==> config.mk <==
export PLATFORM = sky130hd
export DESIGN_NAME = mem_arbiter
export DESIGN_NICKNAME = d
export VERILOG_FILES = /design/src/rtl/mem_arbiter_pkg.sv /design/src/rtl/mem_arbiter_arb_prio2.sv /design/src/rtl/mem_arbiter.sv
export SDC_FILE = /design/constraint.sdc
export NUM_CORES = 1
export LEC_CHECK = 0
export CAP_MARGIN = 20
export CORE_AREA = 3 3 98 100
export DETAILED_ROUTE_END_ITERATION = 6
export DIE_AREA = 0 0 101 103
export GPL_TIMING_DRIVEN = 0
export HOLD_SLACK_MARGIN = 0.08
export SLEW_MARGIN = 20
export SYNTH_ARGS = -nofsm -noshare
export SYNTH_HDL_FRONTEND = slang
export SYNTH_SLANG_ARGS = --single-unit
==> constraint.sdc <==
create_clock -name clk -period 1.6 [get_ports clk]
set_input_delay 0.32 -clock clk [delete_from_list [all_inputs] [get_ports clk]]
set_output_delay 0.32 -clock clk [all_outputs]
set_load 0.02 [all_outputs]
==> src/rtl/mem_arbiter_pkg.sv <==
// rtl/mem_arbiter_pkg.sv - shared types and constants for the unified-memory arbiter
package mem_arbiter_pkg;

  localparam int WORD_W = 32;

  // Which requester the read data returning next cycle belongs to
  typedef enum logic [1:0] {
    RESP_NONE = 2'd0,
    RESP_IF   = 2'd1,
    RESP_D    = 2'd2
  } resp_owner_e;

endpackage

==> src/rtl/mem_arbiter_arb_prio2.sv <==
// rtl/mem_arbiter_arb_prio2.sv - two-way priority picker with starvation guard for the low-priority side
module arb_prio2 #(
  parameter int MAX_STALL = 4
) (
  input  logic clk,
  input  logic rst,
  input  logic req_hi_i,
  input  logic req_lo_i,
  output logic gnt_hi_o,
  output logic gnt_lo_o
);

  logic [3:0] stall_q;
  logic [3:0] stall_d;
  logic       force_lo;

  // Low side has waited long enough: it takes the next cycle even against the high side
  assign force_lo = (stall_q == 4'(MAX_STALL));

  // Priority pick; nothing is granted while reset is held
  always_comb begin
    gnt_hi_o = 1'b0;
    gnt_lo_o = 1'b0;
    if (!rst) begin
      if (req_lo_i && (force_lo || !req_hi_i)) begin
        gnt_lo_o = 1'b1;
      end else if (req_hi_i) begin
        gnt_hi_o = 1'b1;
      end
    end
  end

  // Count consecutive denied low-side cycles, saturating at the force threshold
  always_comb begin
    stall_d = 4'd0;
    if (req_lo_i && !gnt_lo_o) begin
      stall_d = force_lo ? stall_q : stall_q + 4'd1;
    end
  end

  // Stall counter register
  always_ff @(posedge clk) begin
    if (rst) begin
      stall_q <= 4'd0;
    end else begin
      stall_q <= stall_d;
    end
  end

endmodule

==> src/rtl/mem_arbiter.sv <==
// rtl/mem_arbiter.sv - shares one single-port RAM between instruction fetch and load/store
module mem_arbiter
  import mem_arbiter_pkg::*;
#(
  parameter int ADDR_W    = 10,
  parameter int MAX_STALL = 4
) (
  input  logic              clk,
  input  logic              rst,
  input  logic              if_req,
  input  logic [31:0]       if_addr,
  output logic              if_gnt,
  output logic              if_rvalid,
  output logic [WORD_W-1:0] if_rdata,
  input  logic              d_req,
  input  logic              d_we,
  input  logic [31:0]       d_addr,
  input  logic [WORD_W-1:0] d_wdata,
  input  logic [3:0]        d_be,
  output logic              d_gnt,
  output logic              d_rvalid,
  output logic [WORD_W-1:0] d_rdata,
  output logic              mem_en,
  output logic              mem_we,
  output logic [ADDR_W-1:0] mem_addr,
  output logic [WORD_W-1:0] mem_wdata,
  output logic [3:0]        mem_be,
  input  logic [WORD_W-1:0] mem_rdata
);

  resp_owner_e resp_q;
  resp_owner_e resp_d;

  // Byte-offset bits and address bits beyond the RAM depth are dropped on purpose
  logic unused_addr_bits;
  assign unused_addr_bits = ^{if_addr[31:ADDR_W+2], if_addr[1:0],
                              d_addr[31:ADDR_W+2], d_addr[1:0]};

  // Data side is the high-priority input; fetch is protected by the stall guard
  arb_prio2 #(
    .MAX_STALL (MAX_STALL)
  ) u_arb (
    .clk      (clk),
    .rst      (rst),
    .req_hi_i (d_req),
    .req_lo_i (if_req),
    .gnt_hi_o (d_gnt),
    .gnt_lo_o (if_gnt)
  );

  assign mem_en = if_gnt | d_gnt;
  assign mem_we = d_gnt & d_we;

  // Steer the granted requester onto the memory port; write fields only for data
  always_comb begin
    mem_addr  = '0;
    mem_wdata = '0;
    mem_be    = '0;
    if (d_gnt) begin
      mem_addr  = d_addr[ADDR_W+1:2];
      mem_wdata = d_wdata;
      mem_be    = d_be;
    end else if (if_gnt) begin
      mem_addr = if_addr[ADDR_W+1:2];
    end
  end

  // Remember who issued this cycle's read; stores return nothing
  always_comb begin
    resp_d = RESP_NONE;
    if (if_gnt) begin
      resp_d = RESP_IF;
    end else if (d_gnt && !d_we) begin
      resp_d = RESP_D;
    end
  end

  // Response owner register; reset drops any in-flight response
  always_ff @(posedge clk) begin
    if (rst) begin
      resp_q <= RESP_NONE;
    end else begin
      resp_q <= resp_d;
    end
  end

  assign if_rvalid = (resp_q == RESP_IF);
  assign d_rvalid  = (resp_q == RESP_D);
  assign if_rdata  = if_rvalid ? mem_rdata : '0;
  assign d_rdata   = d_rvalid  ? mem_rdata : '0;

endmodule
Yosys cells after proc, flatten, opt, wreduce, memory -nomap -nowiden
Index checks and enable logic that the tools add are counted.
W data, S select, Z words.
{ "totals": {"elab_cells": 32, "output_inout_bits": 116, "in_bits": 137, "regBits": 6} }
{ "op_classes": {"n_addsub": 1, "bitwise_logic": 3, "muxes": 13, "reduce_logical": 9, "n_eq_ne": 3} }
{ "op_table": {"columns": ["cell", "count"], "rows": [
  ["$mux W32", 3],
  ["$mux W10", 2],
  ["$mux W1", 6],
  ["$add A4 B1 Y4 const B", 1],
  ["$eq A4 B3 Y1 const B", 1],
  ["$mux W4", 1],
  ["$reduce_or A2 Y1", 2],
  ["$logic_and A1 B1 Y1", 3],
  ["$logic_not A1 Y1", 3],
  ["$eq A2 B1 Y1 const B", 1],
  ["$eq A2 B2 Y1 const B", 1],
  ["$mux W2", 1],
  ["$and A1 B1 Y1", 1],
  ["$logic_or A1 B1 Y1", 1],
  ["$not A1 Y1", 1],
  ["$or A1 B1 Y1", 1]
]} }

Depth between registers and ports, before layout
Gate-level depths: netlist of run 1.
{ "logic_depth": {"ltp_word": 9, "depth_mapped": 6, "ltp_nobuf": 5} }

Cells and area by module
A second synthesis of run 1 with hierarchy kept.
{ "unflattened": {"cells_unflattened": 156, "area_unflattened_um2": 1096.1} }
{ "by_module_without_submodules": {"columns": ["module", "area_per_inst_um2", "instances", "seq_area_each_um2", "cells_each"], "rows": [
  ["mem_arbiter", 874.6, 1, 40.0, 133],
  ["arb_prio2", 221.5, 1, 80.1, 23]
]} }

Least setup slack after synthesis of run 1
Ideal clock, no wire load.
{ "synth_timing": {"kind": "register -> output", "startpoint": "register u_arb.stall_q[0]", "endpoint": "output mem_addr[1]", "stages_incl_launch_ff": 7, "required_ps": 1280, "slack_ps": -114, "arrival_ps": 1394, "path_buffers": 1, "path_cell_list": "dfxtp_1 > inv_1 > ha_1 > nand3b_4 > a211oi_2 > buf_6 > a22o_1"} }
{ "synth_between": {"elab_chain_cells": 7, "elab_cells_between_ends": 9, "classes_between": "1 x eq/ne; 6 x mux; 2 x reduce/logical"} }
{ "synth_lines": {"columns": ["element", "line", "text"], "rows": [
  ["from (decl)", "mem_arbiter_arb_prio2.sv:13", "logic [3:0] stall_q;"],
  ["from (signal assigned)", "mem_arbiter_arb_prio2.sv:46", "stall_q <= stall_d;"],
  ["$eq A4 B3 Y1", "mem_arbiter_arb_prio2.sv:18", "assign force_lo = (stall_q == 4'(MAX_STALL));"],
  ["$logic_or A1 B1 Y1", "mem_arbiter_arb_prio2.sv:25", "if (req_lo_i && (force_lo || !req_hi_i)) begin"],
  ["$logic_and A1 B1 Y1", "mem_arbiter_arb_prio2.sv:25", null],
  ["$mux W1", "mem_arbiter_arb_prio2.sv:25", null],
  ["$mux W1", "mem_arbiter_arb_prio2.sv:24", "if (!rst) begin"],
  ["named net if_gnt", "mem_arbiter.sv:12", "output logic if_gnt,"],
  ["$mux W10", "mem_arbiter.sv:63", "end else if (if_gnt) begin"],
  ["$mux W10", "mem_arbiter.sv:59", "if (d_gnt) begin"],
  ["to (decl)", "mem_arbiter.sv:25", "output logic [ADDR_W-1:0] mem_addr,"]
]} }
The timed path passes the listed nets, and every way through them passes these cells.

Worst setup path after layout of run 1
{ "layout_timing": {"startpoint": "register u_arb.stall_q[1]", "endpoint": "output mem_addr[2]"} }
{ "layout_between": {"elab_chain_cells": 7, "elab_cells_between_ends": 9, "classes_between": "1 x eq/ne; 6 x mux; 2 x reduce/logical"} }
{ "layout_lines": {"columns": ["element", "line"], "rows": [
  ["$eq A4 B3 Y1 (*)", "mem_arbiter_arb_prio2.sv:18"],
  ["$logic_or A1 B1 Y1 (*)", "mem_arbiter_arb_prio2.sv:25"],
  ["$logic_and A1 B1 Y1 (*)", "mem_arbiter_arb_prio2.sv:25"],
  ["$mux W1", "mem_arbiter_arb_prio2.sv:25"],
  ["$mux W1", "mem_arbiter_arb_prio2.sv:24"],
  ["$mux W10", "mem_arbiter.sv:63"],
  ["$mux W10 (*)", "mem_arbiter.sv:59"]
]} }
Mark *: on every way between the ends. The rest lies on a longest branch, timed or not.

==> results of run 1 <==
==> per-stage QoR <==
stage	util, %	setup TNS (ps)	power (mW)
floorplan	-	-10.5	0.439
global placement	39.4	-78270	0.893
detailed placement	39.4	-80650	0.896
CTS	43.2	-21940	1.20
global route	45.1	-23180	1.30
finish	45.1	-17990	1.23
==> flip-flops by register name, indices dropped and copies added, names as in the netlist <==
| signal | flops |
|---|---|
| resp_q | 2 |
| u_arb.stall_q | 4 |
==> power groups by stage <==
stage                     registers (mW)  clock network, mW  logic, mW
after detailed placement           0.158                  0      0.738
final                              0.158              0.222      0.854
after floorplan                    0.158                  0      0.282
after global routing               0.158              0.242      0.903
after CTS                          0.158              0.229      0.811
after global placement             0.158                  0      0.735
==> layer usage <==
layer / share of wire (%) / GRT usage [%]
met4: 0.80 / 3.07
met5: 0 / 0
met1: 33 / 11.6
met2: 53 / 23.5
met3: 13 / 3.65
==> critical path, stage by stage (launching register included) <==
cell and delay [ps]:
dfxtp_2 320, inv_2 60, ha_4 150, nand3b_4 120
o21a_4 270, clkbuf_16 170, a22o_4 240, buf_6 130
==> placed cells by master (no fill, tap or decap) <==
master           instances
clkdlybuf4s50_1         89
buf_6                   85
and2_4                  55
buf_2                   33
and2_2                  24
and2_1                  22
buf_4                   16
a22o_4                  10
buf_8                    8
nor2_1                   5
clkbuf_8                 4
dfxtp_2                  4
inv_2                    3
clkbuf_16                3
clkbuf_2                 3
buf_12                   2
nor2b_4                  2
inv_1                    2
nand3_1                  2
dlygate4sd2_1            2
dfxtp_1                  2
nand3b_4                 1
and2b_1                  1
o21a_4                   1
a211oi_4                 1
or2_4                    1
a211oi_1                 1
nor2b_1                  1
mux2i_1                  1
nand2_1                  1
a21oi_1                  1
nor3_1                   1
ha_4                     1
ha_1                     1
clkbuf_4                 1
o21a_2                   1
dlymetal6s2s_1           1
clkdlybuf4s15_2          1
==> cell type report <==
cell class | instances | area, µm²
inverter | 5 | 18.8
fill | 838 | 4810
timing repair buffer | 235 | 2300
tap | 108 | 135
multi-input combinational | 134 | 1190
clock buffer | 3 | 41.3
sequential | 6 | 125
buffer | 10 | 149
==> kinds of logic after synthesis <==
kind of cell	after synthesis
flip-flops	6
buffers and inverters	17
AO/OA/AOI/OAI	14
multiplexers	1
AND/OR/NAND/NOR	116
adder cells (fa/ha/maj)	2
==> worst max-delay path by stage <==
stage / start / to / slack (ps) / depth (start not counted)
after floorplan: u_arb.stall_q[0]$_SDFFE_PP0N_ / mem_be[0] / -1 / 6
after global placement: rst / mem_wdata[9] / -1050 / 6
after detailed placement: rst / mem_wdata[9] / -1070 / 6
after CTS: u_arb.stall_q[0]$_SDFFE_PP0N_ / mem_addr[7] / -410 / 7
after global routing: u_arb.stall_q[1]$_SDFFE_PP0N_ / mem_addr[2] / -450 / 7
final: u_arb.stall_q[1]$_SDFFE_PP0N_ / mem_addr[2] / -390 / 7
==> repair_timing <==
item                                    4_1_cts  5_1_grt
endpoints found under the setup margin      116      111
cloned                                        4        5
pin swaps                                    22       31
setup buffers                                17        4
resized for setup                           671       66
==> flow_metrics.py, run 1 <==
metrics = {
    "outcome": {
        "status": "finished, violations left",
        "violations": "negative setup slack",
    },
    "synth": {
        "syn_avg_cell_area_um2": 7.06,
        "synth_xor_area_share_pct": 0,
        "synth_flop_cell": "dfxtp_1",
        "synth_top_family_by_area": "simple AND/OR/NAND/NOR gates",
        "synth_compound_area_share_pct": 12.4,
        "synth_top_area_share_pct": 57.4,
        "synth_mux_area_share_pct": 0.909,
        "async_reset_ff_share_pct": 0,
        "synth-seq-cells": 6,
        "synth_fa_ha_area_share_pct": 2.27,
        "synth_simple_gate_area_share_pct": 65.6,
        "yosysTopAreaCell": "and2_1",
        "synth_cells": 156,
        "synth_cell_types": 22,
        "synth_edf_count": 0,
        "yosysSeqAreaShare_pct": 10.9,
        "synth_warnings": 0,
        "synth.area.top_cells": "and2_1 57%, dfxtp_1 11%, a22o_1 7.2%",
        "synth.most_common_cell": "and2_1",
        "netlist_area_um2": 1100,
        "synth_fp_nets": 295,
        "synth_common_cells": "101 x and2_1, 9 x a22o_1, 8 x clkbuf_1, 6 x dfxtp_1",
    },
    "clock_network": {
        "clk_path_buf_depth": 2,
        "path_clk_slew_ps": 30,
        "htreeDepth": 1,
        "clk_latency_ps": 220,
        "cts-root-buf": "clkbuf_8",
        "cts_buffers": 3,
        "cts.sinks": 6,
        "cts_tree": "yes",
        "ctsHoldBuffers": 0,
    },
    "sta": {
        "fin_ws_ps": -394,
        "rsz0062_at_grt": "true",
        "max_freq_ghz": 0.501,
        "post-route-period-util_pct": 125,
        "setup_violations": 84,
        "hold_viol_final": 0,
        "hold_slack_ps": 479,
        "relSlewSlack_pct": 82.9,
        "min_period_ps": 1990,
        "slew_violations": 0,
        "clock_skew_ps": 0.764,
        "tightest_slew_ps": 256,
    },
    "detailed_routing": {
        "wl_per_cell_um": 14.4,
        "vias_per_cell": 3.93,
        "drc": 0,
        "drt_iter0_markers": 3,
        "drtAntennaViolNets": 0,
        "drt-pass1-iter-count": 5,
        "vias": 1968,
        "drt-total-wl_um": 7240,
    },
    "power_and_ir_drop": {
        "netSwitchingFraction_pct": 31.7,
        "intPower_mw": 0.842,
        "irDropWorstVdd_mv": 0.146,
        "p_clk_share_pct": 18.0,
        "power_frac_seq_pct": 12.8,
        "p_switching_mw": 0.391,
        "leakage_nw": 1.93,
        "power_density_nw_per_um2": 312,
        "pwr-share-comb_pct": 69.2,
    },
    "flow_run": {
        "maxCapViolCount": 0,
    },
    "floorplan": {
        "die-area_um2": 10400,
        "die_x_um": 101,
        "start_util_pct": 12.6,
        "placementRows": 34,
        "ioPinCount": 253,
        "die_h_um": 103,
        "core_area_um2": 8760,
    },
    "cells_and_area": {
        "area_growth_pct": 259,
        "n_antenna_cell": 0,
        "drive_gt1_share_pct": 66.2,
        "nets": 534,
        "final_cell_area_um2": 3950,
        "fin_cells": 501,
    },
    "placement": {
        "dpl_cell_area_um2": 3460,
        "placedCellCount": 472,
        "dp_hpwl_um": 5680,
        "port_buffers": 208,
        "dpl_worst_slack_ps": -1070,
        "place_congestion": 0.749,
    },
    "worst_hold_path": {
        "holdPathEnd": "resp_q[0]$_SDFF_PP0_",
        "min_from": "if_req",
        "holdPathStages": 3,
        "min_path_type": "in2reg",
    },
    "global_routing": {
        "grt_pass1_vias": 2037,
        "grt_max_degree": 11,
        "antenna_found_initial": 0,
        "grt_pass1_wl_um": 9800,
        "grt_use_total_pct": 11.8,
        "overflow": 0,
    },
    "critical_path": {
        "critPathCaptureType": "output pin",
        "critical_path.max_fanout": 5,
        "rrSetupSlack_ps": 280,
        "regToRegEndpoint": "resp_q[1]$_SDFF_PP0_",
        "startpoint_type": "flip-flop",
        "worst_ep_arrival_time_ps": 1670,
        "reg2reg_from": "u_arb.stall_q[1]$_SDFFE_PP0N_",
        "r2r.worst_path.cells": 6,
        "path_class": "reg2out",
        "required_ps": 1280,
    },
}
No activity file was read; power rests on OpenSTA's default activity.
==> run 2: changes to the inputs <==
--- a/config.mk
+++ b/config.mk
@@ -6,12 +6,12 @@
 export NUM_CORES = 1
 export LEC_CHECK = 0
 export CAP_MARGIN = 20
-export CORE_AREA = 3 3 98 100
+export CORE_AREA = 2 2 97 99
 export DETAILED_ROUTE_END_ITERATION = 6
-export DIE_AREA = 0 0 101 103
+export DIE_AREA = 0 0 99 101
 export GPL_TIMING_DRIVEN = 0
 export HOLD_SLACK_MARGIN = 0.08
-export SLEW_MARGIN = 20
+export SLEW_MARGIN = 10
 export SYNTH_ARGS = -nofsm -noshare
 export SYNTH_HDL_FRONTEND = slang
 export SYNTH_SLANG_ARGS = --single-unit
==> flow_metrics.py, run 2 (synthesis results as in run 1) <==
metrics = {
    "global_routing": {
        "grt_max_degree": 11,
        "grt_use_total_pct": 13.5,
        "grt_pass1_wl_um": 10700,
        "antenna_found_initial": 0,
        "overflow": 0,
        "grt_pass1_vias": 2085,
    },
    "critical_path": {
        "critPathMaxStageDelay_ps": 310,
        "required_ps": 1280,
        "crit_chain": "inv_2 -> ha_4 -> nand3b_4 -> o21a_4 -> buf_8 -> a22o_4 -> buf_6",
        "startpoint_type": "flip-flop",
        "path_class": "reg2out",
        "worst_ep_arrival_time_ps": 1640,
        "worst-path-buf-inv": 3,
        "critical_path.max_fanout": 9,
        "slowest_stage": "dfxtp_2",
        "critPathCaptureType": "output pin",
        "crit_family": "compound AO/OA/AOI/OAI gates",
    },
    "cells_and_area": {
        "fillerInstances": 836,
        "nets": 545,
        "top_regs": "u_arb.stall_q: 4 flops, resp_q: 2 flops",
        "area_growth_pct": 299,
        "regMostFlops": "u_arb.stall_q",
        "n_antenna_cell": 0,
        "drive_gt1_share_pct": 72.0,
        "largest_reg_flops": 4,
        "fin_cells": 515,
        "mostFrequentLayoutCells": "141 x buf_6, 98 x and2_4, 89 x clkdlybuf4s50_1",
        "mostFrequentLayoutCell": "buf_6",
    },
    "flow_run": {
        "maxCapViolCount": 0,
    },
    "clock_network": {
        "cts_tree": "yes",
        "path_clk_slew_ps": 30,
        "cts_buffers": 3,
        "ctsHoldBuffers": 0,
        "cts.sinks": 6,
        "clk_path_buf_depth": 2,
        "htreeDepth": 1,
        "cts-root-buf": "clkbuf_8",
        "clk_latency_ps": 220,
    },
    "detailed_routing": {
        "drt-total-wl_um": 7380,
        "drtAntennaViolNets": 0,
        "wl_per_cell_um": 14.3,
        "drt-pass1-iter-count": 4,
        "vias": 2034,
        "drt_iter0_markers": 15,
        "drc": 0,
        "vias_per_cell": 3.95,
    },
    "floorplan": {
        "die_h_um": 101,
        "die_x_um": 99,
        "placementRows": 35,
        "start_util_pct": 12.3,
        "core_area_um2": 8980,
        "die-area_um2": 10000,
        "ioPinCount": 253,
    },
    "placement": {
        "place_congestion": 0.792,
        "dpl_worst_slack_ps": -1090,
        "port_buffers": 208,
        "dp_hpwl_um": 5670,
        "placedCellCount": 475,
    },
    "sta": {
        "hold_viol_final": 0,
        "post-route-period-util_pct": 123,
        "tns_ps": -17940,
        "clock_skew_ps": 1.39,
        "rsz0062_at_grt": "true",
        "max_freq_ghz": 0.510,
        "relSlewSlack_pct": 81.6,
        "tightest_slew_ps": 275,
        "slew_violations": 0,
        "min_period_ps": 1960,
        "setup_violations": 104,
        "fin_ws_ps": -360,
    },
    "power_and_ir_drop": {
        "total_power_mw": 1.34,
        "power_density_nw_per_um2": 306,
        "leakage_nw": 2.08,
        "irDropWorstVdd_mv": 0.184,
    },
    "outcome": {
        "status": "finished, violations left",
        "violations": "negative setup slack",
    },
    "worst_hold_path": {
        "min_path_type": "in2reg",
    },
}
==> run 2: cell types whose count changed in the layout (fill, tap and decap cells not counted), moves of 2 or more <==
cell,delta
buf_2,-30
and2_1,-19
buf_4,-10
buf_8,+2
and2_4,+43
buf_6,+56
and2_2,-24
==> run 2: path summary, 6_finish.rpt <==
| kind | from | endpoint | slack, ps | cells past startpoint |
|---|---|---|---|---|
| setup / recovery | u_arb.stall_q[0]$_SDFFE_PP0N_ | mem_addr[7] | -360 | 7 |
| hold / removal | rst | resp_q[0]$_SDFF_PP0_ | 350 | 2 |
| setup reg to reg | u_arb.stall_q[0]$_SDFFE_PP0N_ | resp_q[1]$_SDFF_PP0_ | 320 | 6 |
| hold reg to reg | u_arb.stall_q[0]$_SDFFE_PP0N_ | u_arb.stall_q[0]$_SDFFE_PP0N_ | 510 | 2 |
==> run 2: area by class of cell <==
cell class	instances	area (µm²)	share of cell area [%]
repair buffers	249	2710	61.6
multi-input cells	133	1250	28.6
well taps	111	139	3.16
flip-flops and latches	6	125	2.85
plain buffers	8	109	2.48
clock buffers	3	41.3	0.940
inverters	5	18.8	0.427
==> run 2: what timing repair did <==
action	in CTS	in global routing
gates cloned	9	2
resized for setup	829	54
pin swaps	34	30
endpoints found under the setup margin	116	114
buffers inserted	32	9
==> run 2: routing by layer <==
layer | vias to the layer above | global-route usage (%) | routed length [µm]
met5 | - | 0 | 0
met4 | 0 | 2.21 | 37
met3 | 4 | 5.27 | 1010
met2 | 145 | 28.0 | 4220
met1 | 898 | 12.3 | 2110
li1 | 987 | - | -
==> run 2: per-stage QoR <==
stage | instance area, µm² | hold slack, ps | utilization, %
6_report | 4390 | 346 | 48.9
4_1_cts | 4340 | 513 | 48.3
3_5_place_dp | 3460 | 457 | 38.5
5_1_grt | 4390 | 356 | 48.9
3_3_place_gp | 3460 | 444 | 38.5
2_1_floorplan | 1240 | 392 | -
==> run 2: power breakdown <==
part	internal [mW]	leakage (nW)	switching, mW
Combinational	0.613	2.01	0.352
Sequential	0.155	0.0505	0.00263
Clock	0.161	0.0216	0.0606
Total	0.928	2.08	0.415
==> run 3: changes to the inputs <==
==> constraint.sdc (replaced) <==
create_clock -name clk -period 2.2 [get_ports clk]
set_input_delay 0.44 -clock clk [delete_from_list [all_inputs] [get_ports clk]]
set_output_delay 0.44 -clock clk [all_outputs]
set_load 0.1 [all_outputs]
==> flow_metrics.py, run 3 (synthesis results as in run 1) <==
metrics = {
    "clock_network": {
        "clk_path_buf_depth": 2,
        "htreeDepth": 1,
        "cts-root-buf": "clkbuf_8",
        "cts_buffers": 3,
        "cts.sinks": 6,
        "clk_latency_ps": 220,
        "path_clk_slew_ps": 40,
        "cts_tree": "yes",
        "ctsHoldBuffers": 0,
    },
    "cells_and_area": {
        "top_regs": "u_arb.stall_q: 4 flops, resp_q: 2 flops",
        "regArea_um2": 123,
        "fillerInstances": 920,
        "fin_cells": 481,
        "mostFrequentLayoutCells": "89 x clkdlybuf4s50_1, 52 x and2_1, 46 x and2_2",
        "nets": 511,
        "n_antenna_cell": 0,
        "drive_gt1_share_pct": 55.4,
        "mostFrequentLayoutCell": "clkdlybuf4s50_1",
        "largest_reg_flops": 4,
        "area_growth_pct": 232,
        "regMostFlops": "u_arb.stall_q",
        "multiInputGateArea_um2": 1060,
        "final_cell_area_um2": 3650,
    },
    "sta": {
        "relSlewSlack_pct": 62.2,
        "rsz0062_at_grt": "true",
        "hold_slack_ps": 446,
        "max_freq_ghz": 0.466,
        "min_period_ps": 2140,
        "tns_ps": 0,
        "slew_violations": 0,
        "clock_skew_ps": 2.83,
        "post-route-period-util_pct": 97.4,
        "setup_violations": 0,
        "tightest_slew_ps": 570,
        "hold_viol_final": 0,
    },
    "global_routing": {
        "grt_pass1_wl_um": 8970,
        "grt_use_total_pct": 11.1,
        "grt_pass1_vias": 1830,
        "overflow": 0,
        "grt_max_degree": 11,
        "antenna_found_initial": 0,
    },
    "detailed_routing": {
        "vias_per_cell": 3.87,
        "drc": 0,
        "drtAntennaViolNets": 0,
        "drt-pass1-iter-count": 3,
        "drt_iter0_markers": 19,
        "drt-total-wl_um": 6150,
        "vias": 1862,
        "wl_per_cell_um": 12.8,
    },
    "critical_path": {
        "critPathCaptureType": "output pin",
        "crit_family": "buffers and inverters",
        "startpoint_type": "primary input",
        "path_class": "in2out",
        "crit_chain": "dlygate4sd2_1 -> and2b_1 -> o21a_4 -> clkbuf_4 -> and2_2 -> buf_12",
        "worst_ep_arrival_time_ps": 1700,
        "critPathMaxStageDelay_ps": 280,
        "required_ps": 1760,
        "critical_path.max_fanout": 10,
        "worst-path-buf-inv": 3,
        "slowest_stage": "dlygate4sd2_1",
    },
    "placement": {
        "dp_hpwl_um": 5210,
        "port_buffers": 208,
        "place_congestion": 0.809,
        "dpl_cell_area_um2": 3460,
        "placedCellCount": 475,
    },
    "floorplan": {
        "start_util_pct": 12.3,
        "die_h_um": 101,
        "die-area_um2": 10000,
        "placementRows": 35,
        "core_area_um2": 8980,
        "die_x_um": 99,
        "ioPinCount": 253,
    },
    "power_and_ir_drop": {
        "total_power_mw": 1.31,
        "power_density_nw_per_um2": 358,
        "irDropWorstVdd_mv": 0.177,
        "leakage_nw": 1.71,
    },
    "flow_run": {
        "maxCapViolCount": 0,
    },
    "worst_hold_path": {
        "min_path_type": "reg2reg",
    },
    "outcome": {
        "status": "finished, final reports clean",
    },
}
-- run 3: cell types whose count changed in the layout (fill, tap and decap cells not counted), sizes merged --
cell           before  now
dlygate4sd2         2    3
buf               162  107
clkbuf              7   21
clkdlybuf4s15       0    6
-- run 3: cell type report --
cell class                      count  area share, %
Sequential cell                     6           3.36
Multi-Input combinational cell    133           29.2
Clock buffer                        3           1.13
Buffer                             12           2.77
Timing Repair Buffer              211           59.3
Tap cell                          111           3.80
Inverter                            5          0.514
-- run 3: power by group --
group | switching [mW] | leakage, nW | internal, mW
registers | 0.00188 | 0.0497 | 0.112
logic | 0.663 | 1.64 | 0.368
clock network | 0.0444 | 0.0216 | 0.117
total | 0.709 | 1.71 | 0.597
-- run 3: per-stage QoR --
step,setup slack (ps),util (%)
2_1_floorplan,18.8,-
3_3_place_gp,-1150,38.5
3_5_place_dp,-1180,38.5
4_1_cts,-136,38.0
5_1_grt,-13.5,40.7
6_report,56.3,40.7
-- run 3: what timing repair did --
| item | 4_1_cts | 5_1_grt |
|---|---|---|
| endpoints found under the setup margin | 116 | 103 |
| gates resized for setup | 717 | 72 |
| setup buffers | 2 | 0 |
| cloned | 1 | 0 |
| pin swaps | 3 | 1 |
-- run 3: path summary, 6_finish.rpt --
| path | start | end | slack [ps] | cells past startpoint |
|---|---|---|---|---|
| setup / recovery | rst | mem_wdata[24] | 60 | 6 |
| hold / removal | u_arb.stall_q[0]$_SDFFE_PP0N_ | u_arb.stall_q[0]$_SDFFE_PP0N_ | 450 | 1 |
| setup reg to reg | u_arb.stall_q[1]$_SDFFE_PP0N_ | resp_q[1]$_SDFF_PP0_ | 910 | 6 |
| hold reg to reg | u_arb.stall_q[0]$_SDFFE_PP0N_ | u_arb.stall_q[0]$_SDFFE_PP0N_ | 450 | 1 |
-- run 3: routing by layer --
metal / wire length [µm] / track usage [%] / vias up / part of all wire [%]
met1: 1980 / 11.6 / 806 / 32
met2: 3290 / 21.6 / 135 / 53
met3: 836 / 3.12 / 4 / 14
met5: 0 / 0 / - / 0
li1: - / - / 917 / -
met4: 50 / 2.53 / 0 / 0.81
